`src/rtl/input_cond_pkg.sv`:
```
// Shared constants for the board input conditioner: mode FSM encoding,
// default timing values and button/switch bit positions.
package input_cond_pkg;

  typedef enum logic [2:0] {
    ST_IDLE      = 3'd0,
    ST_ESCRIBE   = 3'd1,
    ST_CRONO     = 3'd2,
    ST_RESET     = 3'd3,
    ST_CR_ACTIVO = 3'd4
  } mode_state_t;

  localparam int DEF_DEB_CYCLES    = 1_000_000;
  localparam int DEF_HOLD_CYCLES   = 50_000_000;
  localparam int DEF_REPEAT_CYCLES = 20_000_000;
  localparam int DEF_CNT_W         = 26;

  localparam int NUM_BTN = 4;
  localparam int NUM_SW  = 4;

  // Opposing buttons sit on adjacent even/odd positions.
  localparam int BTN_ARRIBA    = 0;
  localparam int BTN_ABAJO     = 1;
  localparam int BTN_IZQUIERDA = 2;
  localparam int BTN_DERECHA   = 3;

  localparam int SW_ESCRIBE   = 0;
  localparam int SW_CRONO     = 1;
  localparam int SW_RESET     = 2;
  localparam int SW_CR_ACTIVO = 3;

  function automatic int opposite_btn(input int idx);
    return idx ^ 1;
  endfunction

  function automatic logic multi_hot(input logic [3:0] v);
    return (v & (v - 4'd1)) != 4'd0;
  endfunction

endpackage

```
`src/rtl/input_conditioner_if.sv`:
```
// Board-side signal bundle: raw buttons/switches in, edit pulses and mode levels out.
interface input_conditioner_if;
  logic btn_arriba, btn_abajo, btn_izquierda, btn_derecha;
  logic sw_escribe, sw_crono, sw_reset, sw_cr_activo;
  logic push_arriba, push_abajo, push_izquierda, push_derecha;
  logic escribe1, crono1, reset1, cr_activo1;
  logic sw_conflict;

  modport master (
    output btn_arriba, btn_abajo, btn_izquierda, btn_derecha,
    output sw_escribe, sw_crono, sw_reset, sw_cr_activo,
    input  push_arriba, push_abajo, push_izquierda, push_derecha,
    input  escribe1, crono1, reset1, cr_activo1, sw_conflict
  );

  modport slave (
    input  btn_arriba, btn_abajo, btn_izquierda, btn_derecha,
    input  sw_escribe, sw_crono, sw_reset, sw_cr_activo,
    output push_arriba, push_abajo, push_izquierda, push_derecha,
    output escribe1, crono1, reset1, cr_activo1, sw_conflict
  );
endinterface

```
`src/rtl/debounce_filter.sv`:
```
// Two-flop synchroniser followed by a stability counter; the output level only
// follows the synced input after DEB_CYCLES consecutive differing samples.
module debounce_filter
  import input_cond_pkg::*;
#(
  parameter int DEB_CYCLES = DEF_DEB_CYCLES,
  parameter int CNT_W      = DEF_CNT_W
) (
  input  logic i_clk,
  input  logic i_rst_n,
  input  logic i_raw,
  output logic o_level
);

  localparam logic [CNT_W-1:0] DEB_LIM = CNT_W'(DEB_CYCLES - 1);
  localparam logic [CNT_W-1:0] CNT_ONE = CNT_W'(1);

  logic [1:0]       r_sync;
  logic [CNT_W-1:0] r_cnt;
  logic             r_level;

  // synchronise, then count how long the synced value has disagreed with the level
  always_ff @(posedge i_clk or negedge i_rst_n) begin
    if (!i_rst_n) begin
      r_sync  <= 2'b00;
      r_cnt   <= {CNT_W{1'b0}};
      r_level <= 1'b0;
    end else begin
      r_sync <= {r_sync[0], i_raw};
      if (r_sync[1] == r_level) begin
        r_cnt <= {CNT_W{1'b0}};
      end else if (r_cnt == DEB_LIM) begin
        r_level <= r_sync[1];
        r_cnt   <= {CNT_W{1'b0}};
      end else begin
        r_cnt <= r_cnt + CNT_ONE;
      end
    end
  end

  assign o_level = r_level;

endmodule

```
`src/rtl/input_conditioner.sv`:
```
// Conditions raw board buttons into edit pulses with hold-to-repeat and raw
// switches into an exclusive, registered mode selection.
module input_conditioner
  import input_cond_pkg::*;
#(
  parameter int DEB_CYCLES    = DEF_DEB_CYCLES,
  parameter int HOLD_CYCLES   = DEF_HOLD_CYCLES,
  parameter int REPEAT_CYCLES = DEF_REPEAT_CYCLES,
  parameter int CNT_W         = DEF_CNT_W
) (
  input logic            clk,
  input logic            reset,
  input_conditioner_if.slave io
);

  localparam int NUM_IN = NUM_BTN + NUM_SW;
  localparam logic [CNT_W-1:0] HOLD_LIM = CNT_W'(HOLD_CYCLES - 1);
  localparam logic [CNT_W-1:0] REP_LIM  = CNT_W'(REPEAT_CYCLES - 1);
  localparam logic [CNT_W-1:0] CNT_MAX  = {CNT_W{1'b1}};
  localparam logic [CNT_W-1:0] CNT_ONE  = CNT_W'(1);

  logic [NUM_IN-1:0]  w_raw;
  logic [NUM_IN-1:0]  w_deb;
  logic [NUM_BTN-1:0] w_btn_deb;
  logic [NUM_SW-1:0]  w_sw_deb;
  logic [NUM_BTN-1:0] w_act;
  logic [NUM_BTN-1:0] w_fire;

  logic [NUM_BTN-1:0] r_push;
  logic [NUM_BTN-1:0] r_act_prev;
  logic [NUM_BTN-1:0] r_phase;
  logic [CNT_W-1:0]   r_rep_cnt [NUM_BTN];
  mode_state_t        r_state;
  logic [NUM_SW-1:0]  r_mode;
  logic               r_conflict;

  assign w_raw[BTN_ARRIBA]           = io.btn_arriba;
  assign w_raw[BTN_ABAJO]            = io.btn_abajo;
  assign w_raw[BTN_IZQUIERDA]        = io.btn_izquierda;
  assign w_raw[BTN_DERECHA]          = io.btn_derecha;
  assign w_raw[NUM_BTN+SW_ESCRIBE]   = io.sw_escribe;
  assign w_raw[NUM_BTN+SW_CRONO]     = io.sw_crono;
  assign w_raw[NUM_BTN+SW_RESET]     = io.sw_reset;
  assign w_raw[NUM_BTN+SW_CR_ACTIVO] = io.sw_cr_activo;

  for (genvar g = 0; g < NUM_IN; g++) begin : g_deb
    debounce_filter #(
      .DEB_CYCLES(DEB_CYCLES),
      .CNT_W     (CNT_W)
    ) u_deb (
      .i_clk  (clk),
      .i_rst_n(reset),
      .i_raw  (w_raw[g]),
      .o_level(w_deb[g])
    );
  end

  assign w_btn_deb = w_deb[NUM_BTN-1:0];
  assign w_sw_deb  = w_deb[NUM_IN-1:NUM_BTN];

  // A button is live only while its opposite is released; its first live cycle
  // fires immediately, later fires come from the hold/repeat counter.
  always_comb begin
    w_act  = 4'b0000;
    w_fire = 4'b0000;
    for (int i = 0; i < NUM_BTN; i++) begin
      w_act[i]  = w_btn_deb[i] & ~w_btn_deb[opposite_btn(i)];
      w_fire[i] = w_act[i] & (~r_act_prev[i] |
                  (r_rep_cnt[i] == (r_phase[i] ? REP_LIM : HOLD_LIM)));
    end
  end

  // pulse registers and per-button repeat counters
  always_ff @(posedge clk or negedge reset) begin
    if (!reset) begin
      r_push     <= 4'b0000;
      r_act_prev <= 4'b0000;
      r_phase    <= 4'b0000;
      for (int i = 0; i < NUM_BTN; i++) begin
        r_rep_cnt[i] <= {CNT_W{1'b0}};
      end
    end else begin
      r_push     <= w_fire;
      r_act_prev <= w_act;
      for (int i = 0; i < NUM_BTN; i++) begin
        if (!w_act[i]) begin
          r_rep_cnt[i] <= {CNT_W{1'b0}};
          r_phase[i]   <= 1'b0;
        end else if (w_fire[i]) begin
          r_rep_cnt[i] <= {CNT_W{1'b0}};
          r_phase[i]   <= r_act_prev[i];
        end else if (r_rep_cnt[i] != CNT_MAX) begin
          r_rep_cnt[i] <= r_rep_cnt[i] + CNT_ONE;
        end else begin
          r_rep_cnt[i] <= r_rep_cnt[i];
        end
      end
    end
  end

  // mode FSM; outputs are registered decodes of the current state
  always_ff @(posedge clk or negedge reset) begin
    if (!reset) begin
      r_state    <= ST_IDLE;
      r_mode     <= 4'b0000;
      r_conflict <= 1'b0;
    end else begin
      r_mode[SW_ESCRIBE]   <= (r_state == ST_ESCRIBE);
      r_mode[SW_CRONO]     <= (r_state == ST_CRONO);
      r_mode[SW_RESET]     <= (r_state == ST_RESET);
      r_mode[SW_CR_ACTIVO] <= (r_state == ST_CR_ACTIVO);
      r_conflict           <= (r_state == ST_IDLE) && multi_hot(w_sw_deb);
      case (r_state)
        ST_IDLE: begin
          case (w_sw_deb)
            4'b0001: r_state <= ST_ESCRIBE;
            4'b0010: r_state <= ST_CRONO;
            4'b0100: r_state <= ST_RESET;
            4'b1000: r_state <= ST_CR_ACTIVO;
            default: r_state <= ST_IDLE;
          endcase
        end
        ST_ESCRIBE:   r_state <= w_sw_deb[SW_ESCRIBE]   ? ST_ESCRIBE   : ST_IDLE;
        ST_CRONO:     r_state <= w_sw_deb[SW_CRONO]     ? ST_CRONO     : ST_IDLE;
        ST_RESET:     r_state <= w_sw_deb[SW_RESET]     ? ST_RESET     : ST_IDLE;
        ST_CR_ACTIVO: r_state <= w_sw_deb[SW_CR_ACTIVO] ? ST_CR_ACTIVO : ST_IDLE;
        default:      r_state <= ST_IDLE;
      endcase
    end
  end

  assign io.push_arriba    = r_push[BTN_ARRIBA];
  assign io.push_abajo     = r_push[BTN_ABAJO];
  assign io.push_izquierda = r_push[BTN_IZQUIERDA];
  assign io.push_derecha   = r_push[BTN_DERECHA];
  assign io.escribe1       = r_mode[SW_ESCRIBE];
  assign io.crono1         = r_mode[SW_CRONO];
  assign io.reset1         = r_mode[SW_RESET];
  assign io.cr_activo1     = r_mode[SW_CR_ACTIVO];
  assign io.sw_conflict    = r_conflict;

endmodule

```
`src/flat_wrapper.sv`:
```
// flat-port wrapper written by rule: the top's interface ports become plain ports
module input_conditioner_flat import input_cond_pkg::*;
#(
  parameter int DEB_CYCLES    = DEF_DEB_CYCLES,
  parameter int HOLD_CYCLES   = DEF_HOLD_CYCLES,
  parameter int REPEAT_CYCLES = DEF_REPEAT_CYCLES,
  parameter int CNT_W         = DEF_CNT_W
)
  (clk, reset, io_btn_arriba, io_btn_abajo, io_btn_izquierda, io_btn_derecha, io_sw_escribe, io_sw_crono, io_sw_reset, io_sw_cr_activo, io_push_arriba, io_push_abajo, io_push_izquierda, io_push_derecha, io_escribe1, io_crono1, io_reset1, io_cr_activo1, io_sw_conflict);
  input_conditioner_if io_i ();
  input logic clk;
  input logic reset;
  input wire logic [$bits(io_i.btn_arriba)-1:0] io_btn_arriba;
  input wire logic [$bits(io_i.btn_abajo)-1:0] io_btn_abajo;
  input wire logic [$bits(io_i.btn_izquierda)-1:0] io_btn_izquierda;
  input wire logic [$bits(io_i.btn_derecha)-1:0] io_btn_derecha;
  input wire logic [$bits(io_i.sw_escribe)-1:0] io_sw_escribe;
  input wire logic [$bits(io_i.sw_crono)-1:0] io_sw_crono;
  input wire logic [$bits(io_i.sw_reset)-1:0] io_sw_reset;
  input wire logic [$bits(io_i.sw_cr_activo)-1:0] io_sw_cr_activo;
  output wire logic [$bits(io_i.push_arriba)-1:0] io_push_arriba;
  output wire logic [$bits(io_i.push_abajo)-1:0] io_push_abajo;
  output wire logic [$bits(io_i.push_izquierda)-1:0] io_push_izquierda;
  output wire logic [$bits(io_i.push_derecha)-1:0] io_push_derecha;
  output wire logic [$bits(io_i.escribe1)-1:0] io_escribe1;
  output wire logic [$bits(io_i.crono1)-1:0] io_crono1;
  output wire logic [$bits(io_i.reset1)-1:0] io_reset1;
  output wire logic [$bits(io_i.cr_activo1)-1:0] io_cr_activo1;
  output wire logic [$bits(io_i.sw_conflict)-1:0] io_sw_conflict;
  assign io_i.btn_arriba = io_btn_arriba;
  assign io_i.btn_abajo = io_btn_abajo;
  assign io_i.btn_izquierda = io_btn_izquierda;
  assign io_i.btn_derecha = io_btn_derecha;
  assign io_i.sw_escribe = io_sw_escribe;
  assign io_i.sw_crono = io_sw_crono;
  assign io_i.sw_reset = io_sw_reset;
  assign io_i.sw_cr_activo = io_sw_cr_activo;
  assign io_push_arriba = io_i.push_arriba;
  assign io_push_abajo = io_i.push_abajo;
  assign io_push_izquierda = io_i.push_izquierda;
  assign io_push_derecha = io_i.push_derecha;
  assign io_escribe1 = io_i.escribe1;
  assign io_crono1 = io_i.crono1;
  assign io_reset1 = io_i.reset1;
  assign io_cr_activo1 = io_i.cr_activo1;
  assign io_sw_conflict = io_i.sw_conflict;
  input_conditioner #(.DEB_CYCLES(DEB_CYCLES), .HOLD_CYCLES(HOLD_CYCLES), .REPEAT_CYCLES(REPEAT_CYCLES), .CNT_W(CNT_W)) u_core (.clk(clk), .reset(reset), .io(io_i));
endmodule
```
`config.mk`:
```
export PLATFORM = sky130hd
export DESIGN_NAME = input_conditioner_flat
export DESIGN_NICKNAME = d
export VERILOG_FILES = /design/src/rtl/input_cond_pkg.sv /design/src/rtl/input_conditioner_if.sv /design/src/rtl/debounce_filter.sv /design/src/rtl/input_conditioner.sv /design/src/flat_wrapper.sv
export SDC_FILE = /design/constraint.sdc
export NUM_CORES = 1
export LEC_CHECK = 0
export ABC_AREA = 1
export CAP_MARGIN = 5
export CORE_AREA = 2 2 172 174
export CTS_CLUSTER_SIZE = 28
export DETAILED_ROUTE_END_ITERATION = 8
export DIE_AREA = 0 0 174 176
export HOLD_SLACK_MARGIN = 0.03
export MAX_ROUTING_LAYER = met4
export PLACE_DENSITY_LB_ADDON = 0.12
export SYNTH_ARGS = -nofsm -noshare
export SYNTH_HDL_FRONTEND = slang
export SYNTH_SLANG_ARGS = --single-unit
```
`constraint.sdc`:
```
create_clock -name clk -period 5.7 [get_ports clk]
set_clock_uncertainty 0.2 [all_clocks]
set_input_delay 1.14 -clock clk [delete_from_list [all_inputs] [get_ports clk]]
set_output_delay 1.14 -clock clk [all_outputs]
set_load 0.02 [all_outputs]
```
Yosys cells after proc, flatten, opt, wreduce, memory -nomap -nowiden
Index checks and enable logic that the tools add are counted.

word-level totals
  flip-flop bits (word level) = 356
  input port bits = 10
  word-level logic and storage cells = 176
  output and inout port bits = 9

cells by class
  reductions and logical operators = 11
  $add $sub $neg = 13
  eq/ne operators = 40
  mux-type cells = 46
  bitwise operators = 29

operators by type and width
  kind                   count
  $mux 26                32
  $add 26x1->26 const B  12
  $eq 26x20->1 const B   8
  $eq 26x26->1           4
  $ne 26x26->1 const B   4
  $not 1->1              16
  $reduce_and 2->1       8
  $pmux 3 s5             1
  $ne 3x3->1 const B     4
  $pmux 3 s4             1
  $mux 1                 9
  $and 1x1->1            8
  $eq 1x1->1             8
  $ne 2x2->1 const B     4
  $eq 3x2->1 const B     2
  $and 4x4->4            1
  $eq 4x1->1 const B     1
  $eq 4x2->1 const B     1
  $eq 4x3->1 const B     1
  $eq 4x4->1 const B     1
  $mux 2                 2
  $or 1x1->1             4
  $reduce_bool 4->1      1
  $sub 4x1->4 const B    1
  other kinds (5)        5

Longest topological paths before layout
  word-level depth = 6
  gate-level depth with buffers = 12
  depth with buffers taken out = 12

By module
Synthesis repeated with hierarchy kept, for this count alone.

second synthesis, totals
  cells, all modules = 2994
  area, all modules = 21649.5 um2

modules (own cells, without submodules)
  module             cells each  seq. area each (um2)  times used  area an instance (um2)
  debounce_filter    232         725.7                 8           1714.1
  input_conditioner  1138        3103.0                1           7936.4

Worst setup path after synthesis
OpenSTA, ideal clock, no wires.

  path kind = reg-to-reg
  start = register u_core.r_rep_cnt[0] (netlist bit)
  end = register u_core.r_rep_cnt[24] (netlist bit)
  cell stages (with the launch flop) = 12
  setup time = 0.126 ns
  period minus slack after synthesis = 1.872 ns
  slack = 3.828 ns
  buffers on the path = 1
  data required time = 5.374 ns
  arrival = 1.546 ns
  cells stage by stage = dfrtp_1 > ha_1 > nand2_1 > nor2_2 > nand2_2 > inv_1 > nand2_1 > a21oi_1 > nand3_1 > nand3_2 > buf_4 > a21oi_1

on the way
  word-level cells in the longest chain between the ends = 5
  elaborated cells between the ends (all ways) = 9
  those cells by class = add/sub (1); eq/ne (3); mux (3); bitwise (2)

ends and longest elaborated chain
  what                                                                   line                     text
  start, declared                                                        input_conditioner.sv:32  logic [CNT_W-1:0] r_rep_cnt [NUM_BTN];
  start signal, assigned by index                                        input_conditioner.sv:80  r_rep_cnt[i] <= {CNT_W{1'b0}};
  start signal, assigned by index                                        input_conditioner.sv:87  r_rep_cnt[i] <= {CNT_W{1'b0}};
  start signal, assigned by index                                        input_conditioner.sv:90  r_rep_cnt[i] <= {CNT_W{1'b0}};
  parallel branches: the longest is 5 deep, another holds $add 26x1->26  n/a

Parallel ways; which one is timed is not known. The select of a mux whose other input is x is not followed.
A chain may end at the register's enable or synchronous reset.

Worst setup path in the final report
  start = register u_core.r_rep_cnt[52] (netlist bit)
  end = register u_core.r_rep_cnt[52] (netlist bit)

The elaborated chain is that of the path after synthesis.

==> reports/metrics.yaml <==
clock_network:
  clk_pin_slew_ns: 0.06
  clock_path_buffers: 3
  numClockSinks: 356
  clock-root-buffer: "clkbuf_16"
  cts_hold_buf: 0
  htreeDepth: 2
  postCtsSetupRepairBufs: 0
  cts_buffers: 38
  cts_resized: 0
  clk_latency_ns: 0.52
  cts_tree: "done"
sta:
  finalMaxSlewViolations: 0
  rsz0062_at_grt: "false"
  tightestPinTransition_ns: 1.02
  min_period_ns: 2.93
  fmax_mhz: 341
  timing.final.hold_violations: 0
  fin_tns_setup_ns: 0
  relSlewSlack: 0.316
  post-route-period-util: 0.515
  finalWorstSetupSlack_ns: 2.77
  finalSetupViolations: 0
global_routing:
  grt_pass1_wl_mm: 77.5
  grt_overflow: 0
  grt_use_total: 0.309
  grt_start_max_net_pins: 112
  grt_pass1_vias: 16883
  antenna_found_initial: 0
min_path:
  hp-start: "u_core.g_deb[4].u_deb.r_sync[0]"
  min_path_cells: 0
  min_to: "u_core.g_deb[4].u_deb.r_sync[1]"
  hp-class: "flip-flop to flip-flop"
drt:
  wire_per_inst_um: 14.7
  vias: 17024
  drtIter0Drc: 1384
  ant_nets: 0
  via_per_inst: 5.67
  totalWireLength_mm: 44.2
  drc: 0
  dr.pass1.iters: 5
yosys:
  yosysSeqAreaShare: 0.454
  ys_seq_elements: 356
  synth_area_um2: 19600
  syn_avg_cell_area_um2: 7.65
  synthArstFlopShare: 1.00
  synth_edf_count: 0
  synth_ff_type: "dfrtp_1"
  syn_inst: 2565
  ys_warn_count: 0
  syn-num-nets: 2587
  ys_types: 37
place:
  place_inst: 2933
  portBuffers: 18
  place_congestion: 0.955
  dpl_cell_area_um2: 20100
  dpl.hpwl_mm: 31.5
  post-place-ws_ns: 2.84
floorplanning:
  io_pins: 19
  initial_core_util: 0.687
  fp.dieArea_um2: 30600
  fp-row-count: 62
  core_um2: 28500
  die_h_um: 176
  die_x_um: 174
worst_setup_path:
  crit_fanout: 20
  cp.arrival_ns: 3.10
  cp-end-kind: "flip-flop"
  ff2ff_path_depth: 8
  ff2ff_setup_slack_ns: 2.77
  reg2reg_from: "u_core.r_rep_cnt[52]"
  worstSetupPathType: "flip-flop to flip-flop"
  r2r_end: "u_core.r_rep_cnt[52]"
  startpoint_type: "flip-flop"
  cp.required_ns: 5.86
finish:
  diodes: 0
  fin_area_um2: 21500
  fin_cells: 3002
  drive_gt1_frac: 0.0439
  layout_commonest_cell: "nor2_1"
  area_delta_synth_final_pct: 9.63
  mostFrequentLayoutCells: "nor2_1, nand2_1, dfrtp_1, inv_1, nand3_1"
  nets: 2611
power_and_ir_drop:
  clkPwrFrac: 0.497
  leakage_nw: 8.97
  ir_drop_mv: 0.261
  power.density_nw_per_um2: 248
  sw_frac_of_total: 0.206
  pwr-share-comb: 0.022
  p_int_mw: 4.23
  power_frac_seq: 0.481
  p_switching_mw: 1.10
  power_mw: 5.32
status:
  status: "finished, final reports clean"
run:
  cap_violations: 0
[sequential cells by signal, indices dropped and copies added (netlist names)]
register                    count
u_core.g_deb.u_deb.r_sync      16
u_core.io.sw_conflict           1
u_core.r_act_prev               4
u_core.r_rep_cnt              104
u_core.r_mode                   4
u_core.r_phase                  4
u_core.r_push                   4
u_core.g_deb.u_deb.o_level      8
u_core.r_state                  3
u_core.g_deb.u_deb.r_cnt      208
[worst max path at each step]
stage                               startpoint              endpoint  slack [ns]  depth (start not counted)
after floorplan            u_core.r_rep_cnt[0]  u_core.r_rep_cnt[24]        3.83                         11
after global placement    u_core.r_rep_cnt[52]  u_core.r_rep_cnt[52]        2.90                          8
after detailed placement  u_core.r_rep_cnt[52]  u_core.r_rep_cnt[52]        2.84                          8
after CTS                 u_core.r_rep_cnt[52]  u_core.r_rep_cnt[52]        2.80                          8
after global routing      u_core.r_rep_cnt[52]  u_core.r_rep_cnt[52]        2.55                          8
final                     u_core.r_rep_cnt[52]  u_core.r_rep_cnt[52]        2.77                          8
[metal layers]
| layer | global-route usage | wire (um) | vias up |
|---|---|---|---|
| met4 | 0.0865 | 965 | 0 |
| li1 | - | - | 8323 |
| met1 | 0.407 | 19400 | 8090 |
| met3 | 0.0405 | 2570 | 84 |
| met5 | - | 0 | - |
| met2 | 0.511 | 21300 | 527 |
[cell type report]
type / instances / area (um^2)
Timing Repair Buffer: 21 / 233
Sequential cell: 356 / 8910
Clock inverter: 14 / 229
Tap cell: 384 / 480
Inverter: 277 / 1040
Clock buffer: 55 / 1140
Fill cell: 2233 / 7050
Multi-Input combinational cell: 1895 / 9470
[synthesized netlist by cell type (5+ instances only)]
master | n | area [um^2]
a21oi_1 | 121 | 606
xnor2_1 | 49 | 429
or2_2 | 18 | 113
clkbuf_1 | 15 | 56.3
buf_2 | 16 | 80.1
a21oi_2 | 5 | 43.8
nor2_2 | 12 | 75.1
o21ai_0 | 29 | 145
nor4_1 | 14 | 87.6
xor2_1 | 155 | 1360
nor2_1 | 505 | 1900
ha_1 | 12 | 150
nor3_1 | 135 | 676
inv_1 | 275 | 1030
nand2_1 | 502 | 1880
nor3b_1 | 21 | 158
nand4_1 | 98 | 613
nand3_1 | 174 | 871
a31oi_1 | 5 | 31.3
nand3b_1 | 10 | 75.1
dfrtp_1 | 356 | 8910
[worst max-delay path, cell delays in order, from the launching register on]
cell,delay [ns]
dfrtp_1,0.38
ha_1,0.18
nand2_1,0.08
nor2_2,0.24
nand3_2,0.16
nor2_2,0.20
nand4_1,0.82
xnor2_1,0.45
nor2_1,0.07
[metrics by stage]
stage          hold slack [ns]   util
2_1_floorplan            0.131      -
4_1_cts                  0.132  0.753
5_1_grt                  0.148  0.753
3_5_place_dp             0.135  0.705
6_report                 0.131  0.753
3_3_place_gp             0.135  0.705
[cells by family after synthesis]
group,after synthesis,synth area share
adders and majority gates,12,0.00766
DFF,356,0.454
and+or+nand+nor,1508,0.338
AOI/OAI and AO/OA,171,0.0463
buffers and inverters,314,0.0627
xor gates and xnor gates,204,0.0911
[power groups by stage]
| stage | clock [mW] | sequential [mW] | combinational (mW) |
|---|---|---|---|
| final | 2.65 | 2.56 | 0.116 |
| after CTS | 2.69 | 2.56 | 0.121 |
| after global routing | 2.79 | 2.57 | 0.137 |
| after floorplan | 0 | 2.61 | 0.0468 |
| after detailed placement | 0 | 2.61 | 0.120 |
| after global placement | 0 | 2.61 | 0.116 |
(Power assumes the default switching activity.)
